===== src/rtl/id_ex_hazard_pipe.sv =====
// ID/EX control register with load-use stall and counted jump flush; 1-cycle ID->EX latency.
// Stall drops pc_write/ifid_write for exactly one cycle; a flush keeps fetching while bubbles fill EX.
module id_ex_hazard_pipe #(
    parameter int unsigned FLUSH_CYCLES = 2,
    parameter int unsigned CNT_W        = 16
) (
    input  logic             clk,
    input  logic             rst_n,
    input  logic             RegDst,
    input  logic [3:0]       ALUOp,
    input  logic             ALUSrc,
    input  logic [1:0]       Jump,
    input  logic             J_Jump,
    input  logic             MemRead,
    input  logic             RegWrite,
    input  logic [4:0]       rs,
    input  logic [4:0]       rt,
    input  logic             uses_rt,
    input  logic             jump_taken,
    output logic             RegDst_o,
    output logic [3:0]       ALUOp_o,
    output logic             ALUSrc_o,
    output logic [1:0]       Jump_o,
    output logic             J_Jump_o,
    output logic             MemRead_o,
    output logic             RegWrite_o,
    output logic [4:0]       rt_o,
    output logic             pc_write,
    output logic             ifid_write,
    output logic             bubble_o,
    output logic [CNT_W-1:0] bubble_cnt
);

    typedef struct packed {
        logic       regdst;
        logic [3:0] aluop;
        logic       alusrc;
        logic [1:0] jump;
        logic       j_jump;
        logic       memread;
        logic       regwrite;
        logic [4:0] rt;
    } ctrl_t;

    typedef enum logic {RUN = 1'b0, FLUSH = 1'b1} state_t;

    state_t           state_q;
    logic [2:0]       flush_cnt_q;
    ctrl_t            ctrl_q, ctrl_d, ctrl_in;
    logic             bubble_q;
    logic [CNT_W-1:0] cnt_q, cnt_d;
    logic             hazard, stall, load_bubble;

    assign ctrl_in = '{regdst: RegDst, aluop: ALUOp, alusrc: ALUSrc, jump: Jump,
                       j_jump: J_Jump, memread: MemRead, regwrite: RegWrite, rt: rt};

    // The ID/EX load's destination feeding either source of the ID instruction.
    assign hazard = ctrl_q.memread & ctrl_q.regwrite & (ctrl_q.rt != 5'd0) &
                    ((ctrl_q.rt == rs) | (uses_rt & (ctrl_q.rt == rt)));

    // A taken jump outranks the stall: the stalled instruction is squashed anyway.
    assign stall       = (state_q == RUN) & hazard & ~jump_taken;
    assign load_bubble = (state_q == FLUSH) | jump_taken | hazard;
    assign pc_write    = ~stall;
    assign ifid_write  = ~stall;

    assign ctrl_d = load_bubble ? '0 : ctrl_in;
    assign cnt_d  = (load_bubble && (cnt_q != {CNT_W{1'b1}})) ? cnt_q + CNT_W'(1) : cnt_q;

    always_ff @(posedge clk or negedge rst_n) begin
        if (!rst_n) begin
            state_q     <= RUN;
            flush_cnt_q <= 3'd0;
            ctrl_q      <= '0;
            bubble_q    <= 1'b0;
            cnt_q       <= '0;
        end else begin
            ctrl_q   <= ctrl_d;
            bubble_q <= load_bubble;
            cnt_q    <= cnt_d;
            case (state_q)
                RUN: begin
                    if (jump_taken && (FLUSH_CYCLES > 1)) begin
                        state_q     <= FLUSH;
                        flush_cnt_q <= 3'(FLUSH_CYCLES - 1);
                    end
                end
                FLUSH: begin
                    // Counter holds the bubbles still owed; leave when the last one is loaded.
                    flush_cnt_q <= flush_cnt_q - 3'd1;
                    if (flush_cnt_q == 3'd1) begin
                        state_q <= RUN;
                    end
                end
                default: state_q <= RUN;
            endcase
        end
    end

    assign RegDst_o   = ctrl_q.regdst;
    assign ALUOp_o    = ctrl_q.aluop;
    assign ALUSrc_o   = ctrl_q.alusrc;
    assign Jump_o     = ctrl_q.jump;
    assign J_Jump_o   = ctrl_q.j_jump;
    assign MemRead_o  = ctrl_q.memread;
    assign RegWrite_o = ctrl_q.regwrite;
    assign rt_o       = ctrl_q.rt;
    assign bubble_o   = bubble_q;
    assign bubble_cnt = cnt_q;

endmodule


===== config.mk =====
export PLATFORM = sky130hd
export DESIGN_NAME = id_ex_hazard_pipe
export DESIGN_NICKNAME = d
export VERILOG_FILES = /design/src/rtl/id_ex_hazard_pipe.sv
export SDC_FILE = /design/constraint.sdc
export NUM_CORES = 1
export LEC_CHECK = 0
export BUFFER_PORTS_ARGS = -buffer_cell sky130_fd_sc_hd__buf_2
export CORE_MARGIN = 1
export CORE_UTILIZATION = 40
export CTS_BUF_LIST = sky130_fd_sc_hd__clkbuf_8
export CTS_CLUSTER_SIZE = 24
export DETAILED_ROUTE_END_ITERATION = 8
export GPL_TIMING_DRIVEN = 0
export PLACE_DENSITY = 0.63
export SYNTH_ARGS = -nofsm -noshare
export SYNTH_HDL_FRONTEND = slang
export SYNTH_SLANG_ARGS = --single-unit

===== constraint.sdc =====
create_clock -name clk -period 2.12 [get_ports clk]
set_input_delay 0.106 -clock clk [delete_from_list [all_inputs] [get_ports clk]]
set_output_delay 0.106 -clock clk [all_outputs]
set_load 0.1 [all_outputs]

==> metrics.md <==
| Metric | Value |
|---|---|
| Synth Flop Type | `dfrtp_1` |
| Initial core utilization | `0.423` |
| RSZ-0062 raised after global routing | `yes` |
| Worst EP required | `2.01 ns` |
| Clk Latency, worst-skew pair | `0.28 ns` |
| Count of cell types in the netlist | `31` |
| Final hold vios | `0` |
| Internal power | `1510 uW` |
| Mean routed wirelength per cell | `14.0 um` |
| Die area | `4560 sq um` |
| CP Capture Type | `primary output` |
| Die width | `67.5 um` |
| Global-route wire length before repair | `5640 um` |
| Chip Height | `67.5 um` |
| Clock network power share | `0.145` |
| # IOs | `60` |
| Slowest CP cell | `dfrtp_4` |
| Core ar. | `4060 sq um` |
| Fin Setup TNS | `0 ns` |
| Leak Pwr | `0.00109 uW` |
| Crit-path max FO | `2` |
| Count of pins over their slew limit | `0` |
| Multiplexer area fraction after synthesis | `0.0262` |
| Post-Synth XOR/XNOR Area | `0.107` |
| Yosys warns | `0` |
| CTS Sinks | `37` |
| Comb power frac | `0.514` |
| CTS HTree Levels | `2` |
| Hold Path Origin | `Jump[1]` |
| Number of fill cells | `345` |
| Pre-CTS setup slack | `0.0214 ns` |
| Largest family of logic cells by synthesized area | `simple AND/OR/NAND/NOR gates` |
| DP Cell Count | `256` |
| Reg-to-reg startpoint | `rt_o[2]` |
| Initial antenna violation count | `0` |
| Global-route usage over all layers | `0.173` |
| Max-cap viol count | `0` |
| Max clock buf depth | `2` |
| Hold Crit Depth | `2` |
| R2r worst-path depth | `7` |
| Worst-margin pin slew | `0.832 ns` |
| Switching pwr | `1730 uW` |
| Sw frac | `0.533` |
| Sequential share of power | `0.342` |
| Grt ovf | `0` |
| Fin cells | `266` |
| Slew headroom | `0.445` |
| Status | `complete, no violations` |
| Antenna diode count | `0` |
| PD cells | `1400 nW/um^2` |
| Reg2Reg Setup Slack | `0.08 ns` |
| Vias/cell | `4.90` |
| Max frequency | `481 MHz` |
| Mapped Cells | `147` |
| Post-route clock period utilization | `0.980` |
| Syn Nets | `175` |
| Routed wire length | `3720 um` |
| Clock Skew | `0.00421 ns` |
| Total number of vias | `1304` |
| Syn avg cell area | `11.7 sq um` |
| Synth async-reset ratio | `1.00` |
| Vias in the first global route | `1179` |
| Worst-path clk slew | `0.07 ns` |
| Number of setup violations in the final report | `0` |
| Final nets | `243` |
| Final Core Density | `0.569` |
| Largest net degree at the start of global routing | `38` |
| Worst hold path type | `input pin to register` |
| RD Place Congestion | `0.703` |
| Max stage delay on crit path | `0.47 ns` |
| Hpwl dp | `2680 um` |
| Compound-gate portion of the synthesized area | `0.0546` |
| Adder-cell share of the synthesized area | `0.0218` |
| Hold Crit Endpoint | `Jump_o[1]` |
| Total CTS buffers | `5` |
| Fraction of layout cells with a size suffix above 1 | `0.514` |
| Worst setup SP type | `register` |
| RR Endpoint | `bubble_cnt[14]` |
| Synth Cell Area | `1720 sq um` |
| Synthesis-to-layout area growth | `34.5%` |
| Critical path type | `register to primary output` |
| # DRC | `0` |
| Core Rows | `23` |
| Post-route ant nets | `0` |
| Max rail drop VDD | `1140 uV` |
| Drt pass-1 iters | `4` |
| Register area share after synthesis | `0.539` |
| Minimum clock period | `2.08 ns` |
| Crit-path cells | `or3_4 -> o311a_4 -> and2_4 -> nand2_4 -> buf_6 -> buf_12` |
| Drt initial violations | `77` |
| Simple-gate area share of the yosys netlist | `0.218` |
| Synth Register Bits | `37` |
| Post-synth EDFFs | `0` |
| Clock root buffer | `clkbuf_8` |
| Setup slack after layout | `0.0425 ns` |
| Port Buf Inserts | `59` |
| Critical Path AT | `1.97 ns` |
| CTS tree | `yes` |
[cell usage after synthesis, types with 3 or more instances]
| cell | count | share of area |
|---|---|---|
| dfrtp_1 | 37 | 0.54 |
| and2_1 | 11 | 0.040 |
| xnor2_1 | 11 | 0.056 |
| nand2_1 | 10 | 0.022 |
| xor2_1 | 10 | 0.051 |
| nor3_1 | 9 | 0.026 |
| and2_2 | 6 | 0.026 |
| inv_1 | 4 | 0.0087 |
| mux2_1 | 4 | 0.026 |
| nand3_1 | 4 | 0.012 |
| nand4_1 | 4 | 0.015 |
| nor4_1 | 4 | 0.015 |
| buf_6 | 3 | 0.020 |
| ha_1 | 3 | 0.022 |
| nand2b_1 | 3 | 0.011 |
| nor2_1 | 3 | 0.0066 |
| nor4b_1 | 3 | 0.015 |
| o21ai_0 | 3 | 0.0087 |
| or2_2 | 3 | 0.011 |
[timing repair]
action                                  CTS  global route
gates resized for setup                   7             7
hold buffers                              1             0
endpoints found under the setup margin    2             6
hold endpoints to repair                 37             0
cloned                                    0             0
buffers inserted                          1             0
pin swaps                                 0             3
[power by group through the flow]
stage / clock network [uW] / registers, uW / logic, uW
after CTS: 495 / 1100 / 1660
after floorplan: 0 / 2060 / 397
final: 468 / 1110 / 1660
after global routing: 536 / 1130 / 1750
after global placement: 0 / 1110 / 1620
after detailed placement: 0 / 1120 / 1640
[per-stage QoR]
| step | hold slack, ns | instance area (sq um) | power, uW |
|---|---|---|---|
| after global routing | 0.00566 | 2310 | 3420 |
| after global placement | 0.235 | 2140 | 2720 |
| final | 0.0266 | 2310 | 3240 |
| after CTS | 0.0170 | 2270 | 3260 |
| after detailed placement | 0.256 | 2140 | 2760 |
| after floorplan | -0.190 | 1780 | 2460 |
[how the worst max path moves through the flow]
stage,startpoint,endpoint,slack (ns),cells after the start
detailed placement,rt_o[2],pc_write,0.02,6
CTS,rt_o[2],pc_write,0.004,6
global route,rt_o[2],pc_write,-0.05,8
floorplan,rt_o[2],pc_write,-0.16,5
finish,rt_o[2],pc_write,0.04,6
global placement,rt_o[2],pc_write,0.03,6
[sequential cells by signal, summed over array words and instances (netlist names)]
signal	count
RegWrite_o	1
ALUSrc_o	1
Jump_o	2
rt_o	5
bubble_cnt	16
state_q	1
RegDst_o	1
ALUOp_o	4
flush_cnt_q	3
MemRead_o	1
J_Jump_o	1
bubble_o	1
[routing by layer]
layer  share of wire  vias to the layer above  GRT usage
met5               0                        -          0
met4           0.012                        0     0.0691
met3           0.044                        4     0.0473
met2            0.52                       36      0.285
met1            0.43                      629      0.212
li1                -                      635          -
[layout by cell type (no fill, tap or decap), types with 2 or more instances in the layout]
cell type,synthesis,layout
buf_2,0,57
dfrtp_1,37,18
dfrtp_2,0,12
and2_1,11,11
xnor2_1,11,10
xor2_1,10,10
nand2_1,10,9
nor3_1,9,9
dfrtp_4,0,7
buf_6,3,5
and2_2,6,5
clkbuf_8,0,5
inv_1,4,4
nand3_1,4,4
nand4_1,4,4
mux2_1,4,4
nor4_1,4,4
nand2b_1,3,3
o21ai_0,3,3
nor4b_2,1,3
or2_2,3,2
nor2_1,3,2
ha_1,3,2
clkinv_2,0,2
[layout make-up]
type / instances / area, sq um / share of cell area
plain buffers: 4 / 45.0 / 0.0195
clock buffers: 5 / 68.8 / 0.0298
clock inverters: 3 / 17.5 / 0.00758
inverters: 4 / 15.0 / 0.00650
multi-input cells: 102 / 800 / 0.346
flip-flops and latches: 37 / 967 / 0.419
well taps: 50 / 62.6 / 0.0271
repair buffers: 61 / 334 / 0.145
[critical path: cells and delay by family, from the launching register on]
family	cells	cell delay, ns
simple gates	3	0.63
compound gates	1	0.33
buf+inv	2	0.26
flops	1	0.47
[cells by family after synthesis]
family          count (synthesis)
flops                          37
mux                             4
fa+ha+maj                       3
xor+xnor                       21
buf+inv                         8
compound gates                 10
simple gates                   64
Power figures use the tool's default switching activity.
